File: src/rtl/floor_switch.sv
// Player floor/position owner and stair-transition sequencer for the tower game.
// A stair hit runs fade-out, floor change, placement at the arrival stair, then fade-in.
module floor_switch #(
  parameter int STEP_CYCLES = 1562500,
  parameter int TOP_FLOOR   = 4,
  parameter int START_X     = 6,
  parameter int START_Y     = 11
) (
  input  logic        clk,
  input  logic        rst,
  input  logic        req_valid,
  output logic        req_ready,
  input  logic [3:0]  req_x,
  input  logic [3:0]  req_y,
  input  logic [3:0]  up_x,
  input  logic [3:0]  up_y,
  input  logic [3:0]  down_x,
  input  logic [3:0]  down_y,
  output logic [15:0] floor,
  output logic [3:0]  player_x,
  output logic [3:0]  player_y,
  output logic [3:0]  fade,
  output logic        busy,
  output logic        done
);

  localparam int              CW       = $clog2(STEP_CYCLES + 1);
  localparam logic [CW-1:0]   CNT_LAST = CW'(STEP_CYCLES - 1);
  localparam logic [15:0]     TOP_F    = 16'(TOP_FLOOR);
  localparam logic [3:0]      FADE_MAX = 4'd15;

  typedef enum logic [2:0] {
    S_IDLE,
    S_FADE_OUT,
    S_SWAP,
    S_SETTLE,
    S_FADE_IN
  } state_t;

  state_t         state_q, state_d;
  logic [CW-1:0]  cnt_q, cnt_d;
  logic [3:0]     fade_q, fade_d;
  logic [15:0]    floor_q, floor_d;
  logic [3:0]     px_q, px_d;
  logic [3:0]     py_q, py_d;
  logic           dir_up_q, dir_up_d;
  logic           done_q, done_d;

  logic           cnt_last;
  logic           up_hit;
  logic           down_hit;

  assign cnt_last = (cnt_q == CNT_LAST);
  // Dummy (0,0) stairs on the end floors are neutralised by the floor guards.
  assign up_hit   = (req_x == up_x) && (req_y == up_y) && (floor_q < TOP_F);
  assign down_hit = (req_x == down_x) && (req_y == down_y) && (floor_q != 16'd0);

  always_comb begin
    state_d  = state_q;
    cnt_d    = cnt_q;
    fade_d   = fade_q;
    floor_d  = floor_q;
    px_d     = px_q;
    py_d     = py_q;
    dir_up_d = dir_up_q;
    done_d   = 1'b0;

    case (state_q)
      S_IDLE: begin
        if (req_valid) begin
          px_d  = req_x;
          py_d  = req_y;
          cnt_d = '0;
          if (up_hit) begin
            dir_up_d = 1'b1;
            state_d  = S_FADE_OUT;
          end else if (down_hit) begin
            dir_up_d = 1'b0;
            state_d  = S_FADE_OUT;
          end
        end
      end

      S_FADE_OUT: begin
        if (cnt_last) begin
          cnt_d = '0;
          if (fade_q == FADE_MAX) begin
            state_d = S_SWAP;
          end else begin
            fade_d = fade_q + 4'd1;
          end
        end else begin
          cnt_d = cnt_q + CW'(1);
        end
      end

      S_SWAP: begin
        floor_d = dir_up_q ? (floor_q + 16'd1) : (floor_q - 16'd1);
        state_d = S_SETTLE;
      end

      S_SETTLE: begin
        // Stair inputs now describe the new floor; arrive on the opposite stair.
        px_d    = dir_up_q ? down_x : up_x;
        py_d    = dir_up_q ? down_y : up_y;
        cnt_d   = '0;
        state_d = S_FADE_IN;
      end

      S_FADE_IN: begin
        if (cnt_last) begin
          cnt_d = '0;
          if (fade_q == 4'd0) begin
            state_d = S_IDLE;
            done_d  = 1'b1;
          end else begin
            fade_d = fade_q - 4'd1;
          end
        end else begin
          cnt_d = cnt_q + CW'(1);
        end
      end

      default: begin
        state_d = S_IDLE;
      end
    endcase
  end

  always_ff @(posedge clk) begin
    if (rst) begin
      state_q  <= S_IDLE;
      cnt_q    <= '0;
      fade_q   <= 4'd0;
      floor_q  <= 16'd0;
      px_q     <= 4'(START_X);
      py_q     <= 4'(START_Y);
      dir_up_q <= 1'b0;
      done_q   <= 1'b0;
    end else begin
      state_q  <= state_d;
      cnt_q    <= cnt_d;
      fade_q   <= fade_d;
      floor_q  <= floor_d;
      px_q     <= px_d;
      py_q     <= py_d;
      dir_up_q <= dir_up_d;
      done_q   <= done_d;
    end
  end

  assign req_ready = (state_q == S_IDLE);
  assign busy      = (state_q != S_IDLE);
  assign floor     = floor_q;
  assign player_x  = px_q;
  assign player_y  = py_q;
  assign fade      = fade_q;
  assign done      = done_q;

endmodule
File: config.mk
export PLATFORM = sky130hd
export DESIGN_NAME = floor_switch
export DESIGN_NICKNAME = d
export VERILOG_FILES = /design/src/rtl/floor_switch.sv
export SDC_FILE = /design/constraint.sdc
export NUM_CORES = 1
export LEC_CHECK = 0
export ABC_AREA = 1
export BUFFER_PORTS_ARGS = -buffer_cell sky130_fd_sc_hd__buf_2
export CAP_MARGIN = 20
export CORE_ASPECT_RATIO = 1.75
export CORE_MARGIN = 5
export CORE_UTILIZATION = 58
export CTS_BUF_LIST = sky130_fd_sc_hd__clkbuf_16
export CTS_CLUSTER_DIAMETER = 150
export CTS_CLUSTER_SIZE = 30
export DETAILED_ROUTE_END_ITERATION = 7
export PLACE_DENSITY = 0.86
export SLEW_MARGIN = 20
export SYNTH_ARGS = -nofsm -noshare
export SYNTH_HDL_FRONTEND = slang
export SYNTH_SLANG_ARGS = --single-unit
File: constraint.sdc
create_clock -name clk -period 2.8 [get_ports clk]
set_input_delay 0.42 -clock clk [delete_from_list [all_inputs] [get_ports clk]]
set_output_delay 0.42 -clock clk [all_outputs]
set_load 0.1 [all_outputs]
Yosys cells after proc, flatten, opt, wreduce, memory -nomap -nowiden
Cells that the tools add are included.

Order comparisons: 1. Shifts and indexed selects: 0. Multiplexer cells: 26. Equal/unequal tests: 18. $add $sub $neg: 5. Div/mod/pow operators: 0. Reduce and logical (&&, ||, !) cells: 19. Bitwise logic cells: 2. Multiply operators: 0.

Operators with widths (count): $pmux 21 s3 (1); $mux 21 (2); $mux 4 (8); $pmux 4 s2 (3); $add 21x1->21 const B (1); $eq 21x21->1 const B (1); $mux 3 (7); $add 16x1->16 const B (1); $eq 4x4->1 (4); $lt 16x3->1 const B (1); $mux 16 (1); $reduce_bool 16->1 (1); $sub 16x1->16 const B (1); $pmux 3 s5 (1); $ne 2x2->1 const B (7); $eq 3x2->1 const B (2); $reduce_and 6->1 (1); $reduce_bool 2->1 (3); $reduce_bool 3->1 (2); $reduce_and 5->1 (1); $add 4x1->4 const B (1); $eq 4x4->1 const B (1); $logic_and 1x1->1 (4); $logic_not 4->1 (1); 11 further kinds (15).

Memory bits (read-only): 0. Bits in registers: 54. RAM bits: 0. Memories: 0. Bits in latches: 0.

Longest topological paths before layout
Gate-level depths: netlist of run 1.

Depth after elaboration: 7. Mapped depth: 13. Mapped depth without buffers: 13.

Worst setup path before layout of run 1
Ideal clock, no wire load.

Path kind: register -> register. Start point: register floor_q[3], in the netlist floor[3]. End point: register floor_q[12], in the netlist floor[12]. Setup slack: 0.439 ns. Library setup time: 0.115 ns. Cell stages (with the launch flop): 10. Clock period less this slack: 2.361 ns. Buffers on the path: 0. Data arrival time: 2.245 ns. Cell sequence: dfxtp_1 > ha_1 > or2_2 > and2_1 > nand3_1 > nand3_1 > nand2_1 > inv_1 > o21ai_0 > inv_1.

Word-level cells in the longest chain between the ends: 2. Elaborated cells on any way between the ends: 3. Classes of those cells: add/sub: 2; mux: 1.

Ends and longest elaborated chain: start, declared (line 43) `logic [15:0] floor_q, floor_d;`; start signal, assigned (line 144) `floor_q <= floor_d;`; $sub 16x1->16 or $add 16x1->16 (tied branches) (line 98) `floor_d = dir_up_q ? (floor_q + 16'd1) : (floor_q - 16'd1);`; $mux 16 * (line 98).

Mark *: on every way between the ends. The rest lies on a longest branch, timed or not. A chain may end at the register's enable or synchronous reset.

Worst setup path in the final report of run 1
Start point: register dir_up_q. End point: register floor_q[15], in the netlist floor[15].

Word-level cells in the longest chain between the ends: 1.

Ends and longest elaborated chain: start, declared (line 46) `logic dir_up_q, dir_up_d;`; start signal, assigned (line 147) `dir_up_q <= dir_up_d;`; $mux 16 (line 98).

No other way between the ends.

==> results of run 1 <==
[sequential cells by signal (all words and copies together), names as in the netlist]
signal	count
fade	4
state_q	3
floor	16
dir_up_q	1
player_y	4
cnt_q	21
player_x	4
done	1
[stage by stage]
stage | hold WS (ns) | cells
2_1_floorplan | 0.4555 | 637
3_3_place_gp | 0.4577 | 771
3_5_place_dp | 0.4567 | 771
4_1_cts | 0.4330 | 779
5_1_grt | 0.4474 | 779
6_report | 0.4378 | 779
[Yosys cell counts (2+ instances only)]
library cell	n
buf_2	2
a211oi_1	2
buf_6	3
and2_1	4
fa_1	2
nor4_1	2
nor2_1	85
o21a_1	2
o21bai_1	3
xor2_1	8
dfxtp_1	54
ha_1	17
o21ai_0	32
a31oi_1	4
inv_2	6
o211ai_1	7
clkbuf_1	6
nor3_2	3
nand2_2	6
nand2_1	158
nand3_1	49
xnor2_1	14
nand4_1	10
nor3_1	13
nand2_4	3
inv_1	83
or2_2	7
nor2_4	4
a21oi_1	37
[cells by family (layout without fill, tap and decap cells)]
kind of cell	count (synthesis)	in the layout	share of synthesized area (%)
AO/OA/AOI/OAI	91	91	12.89
XOR/XNOR	22	22	4.808
adder cells (fa/ha/maj)	19	19	6.307
buffers and inverters	103	161	10.30
flip-flops	54	54	26.97
AND/OR/NAND/NOR	348	348	38.71
[critical path, stage by stage (launching register included)]
cell and delay (ns):
dfxtp_1 0.34, clkinv_1 0.53, ha_1 0.63, nand2_1 0.13
nor3_1 0.32, and2_1 0.18, nand2_1 0.06, nand2_1 0.07
nand2_1 0.05, nand2_1 0.05, nand2_1 0.05, a21oi_1 0.12
[where the power goes]
part | leakage, nW | switching [mW] | total [mW] | internal (mW)
Combinational | 1.76 | 0.714 | 0.918 | 0.203
Sequential | 0.437 | 0.0299 | 0.839 | 0.809
Clock | 0.0812 | 0.294 | 0.714 | 0.419
Total | 2.28 | 1.04 | 2.47 | 1.43
[how the worst max path moves through the flow]
| stage | start | end | slack [ns] | depth (start not counted) |
|---|---|---|---|---|
| final | dir_up_q | floor[15] | 0.19 | 11 |
| after CTS | dir_up_q | floor[15] | 0.22 | 11 |
| after detailed placement | dir_up_q | floor[15] | 0.26 | 11 |
| after floorplan | floor[3] | floor[12] | 0.44 | 9 |
| after global routing | dir_up_q | floor[15] | 0.02 | 11 |
| after global placement | dir_up_q | floor[15] | 0.37 | 11 |
[layout make-up]
cell class / count / area [um^2]
Multi-Input combinational cell: 480 / 2514
Fill cell: 633 / 2272
Sequential cell: 54 / 1081
Inverter: 90 / 337.8
Timing Repair Buffer: 63 / 330.3
Clock buffer: 5 / 125.1
Tap cell: 84 / 105.1
Clock inverter: 3 / 41.29
[cells in the final DEF (no fill, tap or decap), types with 2 or more instances in the layout]
cell	count
ha_1	17
o211ai_1	7
nand2_4	3
nand3_1	49
nand4_1	10
clkbuf_16	5
nor3_2	3
a31oi_1	4
and2_1	4
xor2_1	8
dfxtp_1	54
fa_1	2
nand2_1	158
o21bai_1	3
buf_2	57
inv_1	84
inv_2	6
xnor2_1	14
or2_2	7
o21ai_0	32
nand2_2	6
a211oi_1	2
a21oi_1	37
nor2_1	85
o21a_1	2
nor3_1	13
nor2_4	4
buf_4	6
nor4_1	2
[layer usage]
metal | GRT usage (%) | routed length [um] | vias up
met1 | 23.73 | 3883 | 1948
met2 | 52.83 | 6368 | 159
met4 | 21.13 | 829 | 0
met5 | 0 | 0 | -
met3 | 2.934 | 458 | 68
li1 | - | - | 2154
==> key figures, run 1 <==
Floorplan
  • Die Y: 120.0 um
  • Die X: 72.84 um
  • Initial Util: 58.88%
  • Row count: 40
  • Num ports: 58
  • Total Die Area: 0.008738 mm^2
  • CORE AREA: 0.006807 mm^2

Pwr
  • Final total power: 2.470 mW
  • Leakage: 2.283 nW
  • Pwr Density: 544.8 mW/mm^2
  • Max VDD drop: 390.0 uV

Drt
  • WL per Instance: 14.81 um
  • # DRC: 0
  • Pre-Repair DR Iteration Count: 5
  • Via density: 5.557
  • Drt total wl: 11540 um
  • DR iter-0 viols: 242
  • Routed Antenna Nets: 0
  • Routed vias: 4329

STA
  • Period utilization: 93.05%
  • RSZ-0062 raised after global routing: false
  • Worst rel slew slack: 56.52%
  • Setup TNS: 0 ns
  • Max Clock Freq: 383.8 MHz
  • Period minus WS final: 2.605 ns
  • Slew at the pin closest to its max-slew limit: 0.6482 ns
  • Fin worst setup slack: 0.1945 ns
  • Setup violations, final: 0
  • Final slew viol count: 0
  • Fin Clk Skew: 0.006358 ns
  • Final Hold Vio Count: 0

Critical path
  • Crit Path Class: reg2reg
  • Reg-to-Reg Start: dir_up_q
  • Critical-path maximum fanout: 19
  • Worst reg2reg path depth: 11
  • Startpoint types: register
  • CP endpoint kind: register
  • Req. time, crit path: 3.02 ns
  • Reg2reg end: floor[15]
  • WP data arrival: 2.83 ns
  • R2R Setup Slk: 0.19 ns

Finish
  • Diodes inserted: 0
  • Ratio of cells with drive above 1 in the final layout: 14.96%
  • Post-route cell area: 0.004534 mm^2
  • Nets: 740
  • Synth-to-Final Area Change: 13.14%
  • Final core utilization: 66.62%

Clocking
  • # resized after CTS: 0
  • CTS Hold Bufs: 0
  • Worst skew pair latency: 0.30 ns
  • Clk pin slew, worst setup/hold paths: 0.07 ns
  • CTS tree: yes
  • Root Driver: clkbuf_16
  • H-tree levels: 2
  • Post-CTS Setup Bufs: 0
  • CTS sink cnt: 54
  • Max clock buf depth: 2
  • Cts bufs inserted: 5

Min path
  • Worst hold path class: in2reg
  • Hold endpoint: player_x[1]
  • Hold Crit Start: req_x[1]
  • WHS Path Cells: 3

Logic synthesis
  • Post-Syn Nets: 683
  • Area leader, netlist: dfxtp_1
  • Mapped Avg Cell Area: 6.291 um^2
  • Post-synth ARST share: 0%
  • #FFs+latches synth: 54
  • Ys Warns: 0
  • Synthesized area: 0.004008 mm^2
  • Synth cell types: 40
  • Main flop type after synthesis: dfxtp_1
  • Post-synth EDFFs: 0
  • Synth top area cells: dfxtp_1, nand2_1, nor2_1
  • Yosys top cell area share: 26.97%
  • Share of the yosys chip area belonging to registers: 26.97%
  • Gate Count Post-Synth: 637

Global routing
  • Grt ovf: 0
  • Largest net degree at the start of global routing: 20
  • First-pass GRT wire length: 18900 um
  • Vias in the first global route: 4422
  • Initial antenna violation count: 0
  • GR Util All Layers: 27.24%

Status
  • Run status: completed

Placement
  • Routability Congestion: 0.9641
  • Dpl ws: 0.2650 ns
  • Dpl hpwl: 9142 um
  • Number of port buffers: 57
  • Placed Area: 0.004368 mm^2

Run
  • Max-cap viol count: 0
Note: power is estimated with default switching activity, not from simulation.
==> run 2, diff against run 1 <==
--- a/config.mk
+++ b/config.mk
@@ -9,13 +9,13 @@
 export BUFFER_PORTS_ARGS = -buffer_cell sky130_fd_sc_hd__buf_2
 export CAP_MARGIN = 20
 export CORE_ASPECT_RATIO = 1.75
-export CORE_MARGIN = 5
 export CORE_UTILIZATION = 58
 export CTS_BUF_LIST = sky130_fd_sc_hd__clkbuf_16
 export CTS_CLUSTER_DIAMETER = 150
 export CTS_CLUSTER_SIZE = 30
 export DETAILED_ROUTE_END_ITERATION = 7
 export PLACE_DENSITY = 0.86
+export RECOVER_POWER = 25
 export SLEW_MARGIN = 20
 export SYNTH_ARGS = -nofsm -noshare
 export SYNTH_HDL_FRONTEND = slang
==> key figures, run 2 (same netlist as run 1, synthesis figures left out) <==
Drt
  • WL per Instance: 14.27 um (was 14.81 um)
  • # DRC: 0 (unchanged)
  • Routed Antenna Nets: 0 (unchanged)
  • WL met3: 373 um (was 458 um)
  • Pre-Repair DR Iteration Count: 4 (was 5)
  • Routed vias: 4253 (was 4329)
  • Via density: 5.481 (was 5.557)
  • WL met1: 4019 um (was 3883 um)
  • Highest routed layer: met4 (unchanged)
  • Met2 WL: 6145 um (was 6368 um)
  • Drt total wl: 11070 um (was 11540 um)
  • DR iter-0 viols: 248 (was 242)

Clocking
  • Post-CTS Setup Bufs: 0 (unchanged)
  • Root Driver: clkbuf_16 (unchanged)
  • CTS Hold Bufs: 0 (unchanged)
  • CTS tree: yes (unchanged)
  • # resized after CTS: 0 (unchanged)
  • Cts bufs inserted: 5 (unchanged)
  • CTS sink cnt: 54 (unchanged)
  • Clk pin slew, worst setup/hold paths: 0.07 ns (about the same)
  • Max clock buf depth: 2 (unchanged)
  • H-tree levels: 2 (unchanged)
  • Worst skew pair latency: 0.30 ns (about the same)

Finish
  • Synth-to-Final Area Change: 11.77% (was 13.14%)
  • Most flop-heavy register: cnt_q (unchanged)
  • Post-route insts no fill: 776 (was 779)
  • Ratio of cells with drive above 1 in the final layout: 11.96% (was 14.96%)
  • Most common cell after layout, fill and taps aside: nand2_1 (unchanged)
  • Nets: 739 (was 740)
  • Most frequent cells in the layout: nand2_1, nor2_1, inv_1 (unchanged)
  • Diodes inserted: 0 (unchanged)
  • Largest register FFs: 21 (unchanged)
  • Filler cells: 610 (was 633)

Placement
  • Number of port buffers: 57 (unchanged)
  • Dpl hpwl: 8660 um (was 9142 um)
  • Cells after DPL: 768 (was 771)
  • Routability Congestion: 0.9507 (was 0.9641)

Pwr
  • Final total power: 2.448 mW (was 2.470 mW)
  • Pwr Density: 546.5 mW/mm^2 (was 544.8 mW/mm^2)
  • Max VDD drop: 373.8 uV (was 390.0 uV)
  • Leakage: 2.223 nW (was 2.283 nW)

Critical path
  • Startpoint types: register (unchanged)
  • Worst path bufs/invs: 2 (was 1)
  • Critical Path Max Stage Delay: 0.58 ns (was 0.63 ns)
  • Critical-path maximum fanout: 20 (was 19)
  • WP data arrival: 2.69 ns (was 2.83 ns)
  • CP top delay family: simple AND/OR/NAND/NOR gates (unchanged)
  • Req. time, crit path: 3.00 ns (was 3.02 ns)
  • Critical path cell sequence: clkinv_1 > ha_1 > or2_2 > nand3b_1 > nand2_1 > a21oi_1 > or2_2 > nand3_1 > nand2_1 > inv_1 (was clkinv_1 > ha_1 > nand2_1 > nor3_1 > and2_1 > nand2_1 > nand2_1 > nand2_1 > nand2_1 > nand2_1 > a21oi_1)
  • CP endpoint kind: register (unchanged)
  • Stages on the worst setup path: 10 (was 11)
  • CP max stage cell: ha_1 (unchanged)
  • Crit Path Class: reg2reg (unchanged)
  • Worst reg2reg path depth: 10 (was 11)

Run
  • Max-cap viol count: 0 (unchanged)

STA
  • Worst rel slew slack: 19.87% (was 56.52%)
  • Hold Slack: 0.4295 ns (was 0.4378 ns)
  • Fin Clk Skew: 0.007510 ns (was 0.006358 ns)
  • Period utilization: 88.96% (was 93.05%)
  • Period minus WS final: 2.491 ns (was 2.605 ns)
  • Setup violations, final: 0 (unchanged)
  • Final Hold Vio Count: 0 (unchanged)
  • Final slew viol count: 0 (unchanged)
  • Slew at the pin closest to its max-slew limit: 1.207 ns (was 0.6482 ns)
  • Setup TNS: 0 ns (unchanged)
  • Max Clock Freq: 401.4 MHz (was 383.8 MHz)
  • RSZ-0062 raised after global routing: false (unchanged)

Global routing
  • Largest net degree at the start of global routing: 23 (was 20)
  • Grt ovf: 0 (unchanged)
  • Initial antenna violation count: 0 (unchanged)
  • First-pass GRT wire length: 18130 um (was 18900 um)
  • Vias in the first global route: 4156 (was 4422)
  • GR Util All Layers: 32.15% (was 27.24%)

Min path
  • Worst hold path class: in2reg (unchanged)
  • WHS Path Cells: 3 (unchanged)

Floorplan
  • Die X: 64.84 um (was 72.84 um)
  • Num ports: 58 (unchanged)
  • Row count: 39 (was 40)
  • Total Die Area: 0.007259 mm^2 (was 0.008738 mm^2)
  • Initial Util: 60.84% (was 58.88%)
  • CORE AREA: 0.006588 mm^2 (was 0.006807 mm^2)
  • Die Y: 112.0 um (was 120.0 um)

Status
  • Run status: completed (unchanged)
## run 2: changes by cell type in the layout (fill, tap and decap cells not counted), sizes merged
cell / change
inv: +1
clkinvlp: -1
clkbuf: +17
buf: -18
## run 2: power breakdown
part           switching [mW]  internal (mW)
Combinational           0.702          0.196
Clock                   0.296          0.417
Sequential             0.0283          0.809
## run 2: worst reg2reg max path: stages, from the launching register on
cell and delay (ns):
dfxtp_1 0.33, clkinv_1 0.50, ha_1 0.59, or2_2 0.31, nand3b_1 0.09, nand2_1 0.10
a21oi_1 0.16, or2_2 0.13, nand3_1 0.07, nand2_1 0.08, inv_1 0.04
## run 2: path summary, 6_finish.rpt
| kind | startpoint | endpoint | slack, ns |
|---|---|---|---|
| setup / recovery | dir_up_q | floor[10] | 0.31 |
| hold / removal | req_x[3] | player_x[3] | 0.43 |
| setup reg to reg | dir_up_q | floor[10] | 0.31 |
| hold reg to reg | player_y[0] | player_y[0] | 0.48 |
## run 2: area by class of cell
cell class / count / area (um^2) / area share (%)
inverters: 90 / 337.8 / 7.542
multi-input cells: 480 / 2494 / 55.67
clock buffers: 5 / 125.1 / 2.793
repair buffers: 62 / 301.5 / 6.732
well taps: 82 / 102.6 / 2.290
clock inverters: 3 / 37.54 / 0.8380
flip-flops and latches: 54 / 1081 / 24.13
## run 2: through the flow
step / cell area (um^2) / utilization, % / setup WS [ns]
final: 4479 / 68.00 / 0.3090
after global routing: 4479 / 68.00 / 0.04440
after CTS: 4521 / 68.62 / 0.3524
after detailed placement: 4358 / 66.15 / 0.3637
after global placement: 4358 / 66.15 / 0.4579
after floorplan: 4008 / - / 0.4393
## run 2: metal layers
| layer | vias to the layer above | track usage [%] |
|---|---|---|
| met3 | 35 | 4.098 |
| li1 | 2161 | - |
| met1 | 1960 | 30.61 |
| met4 | 0 | 18.52 |
| met2 | 97 | 62.29 |
| met5 | - | 0 |
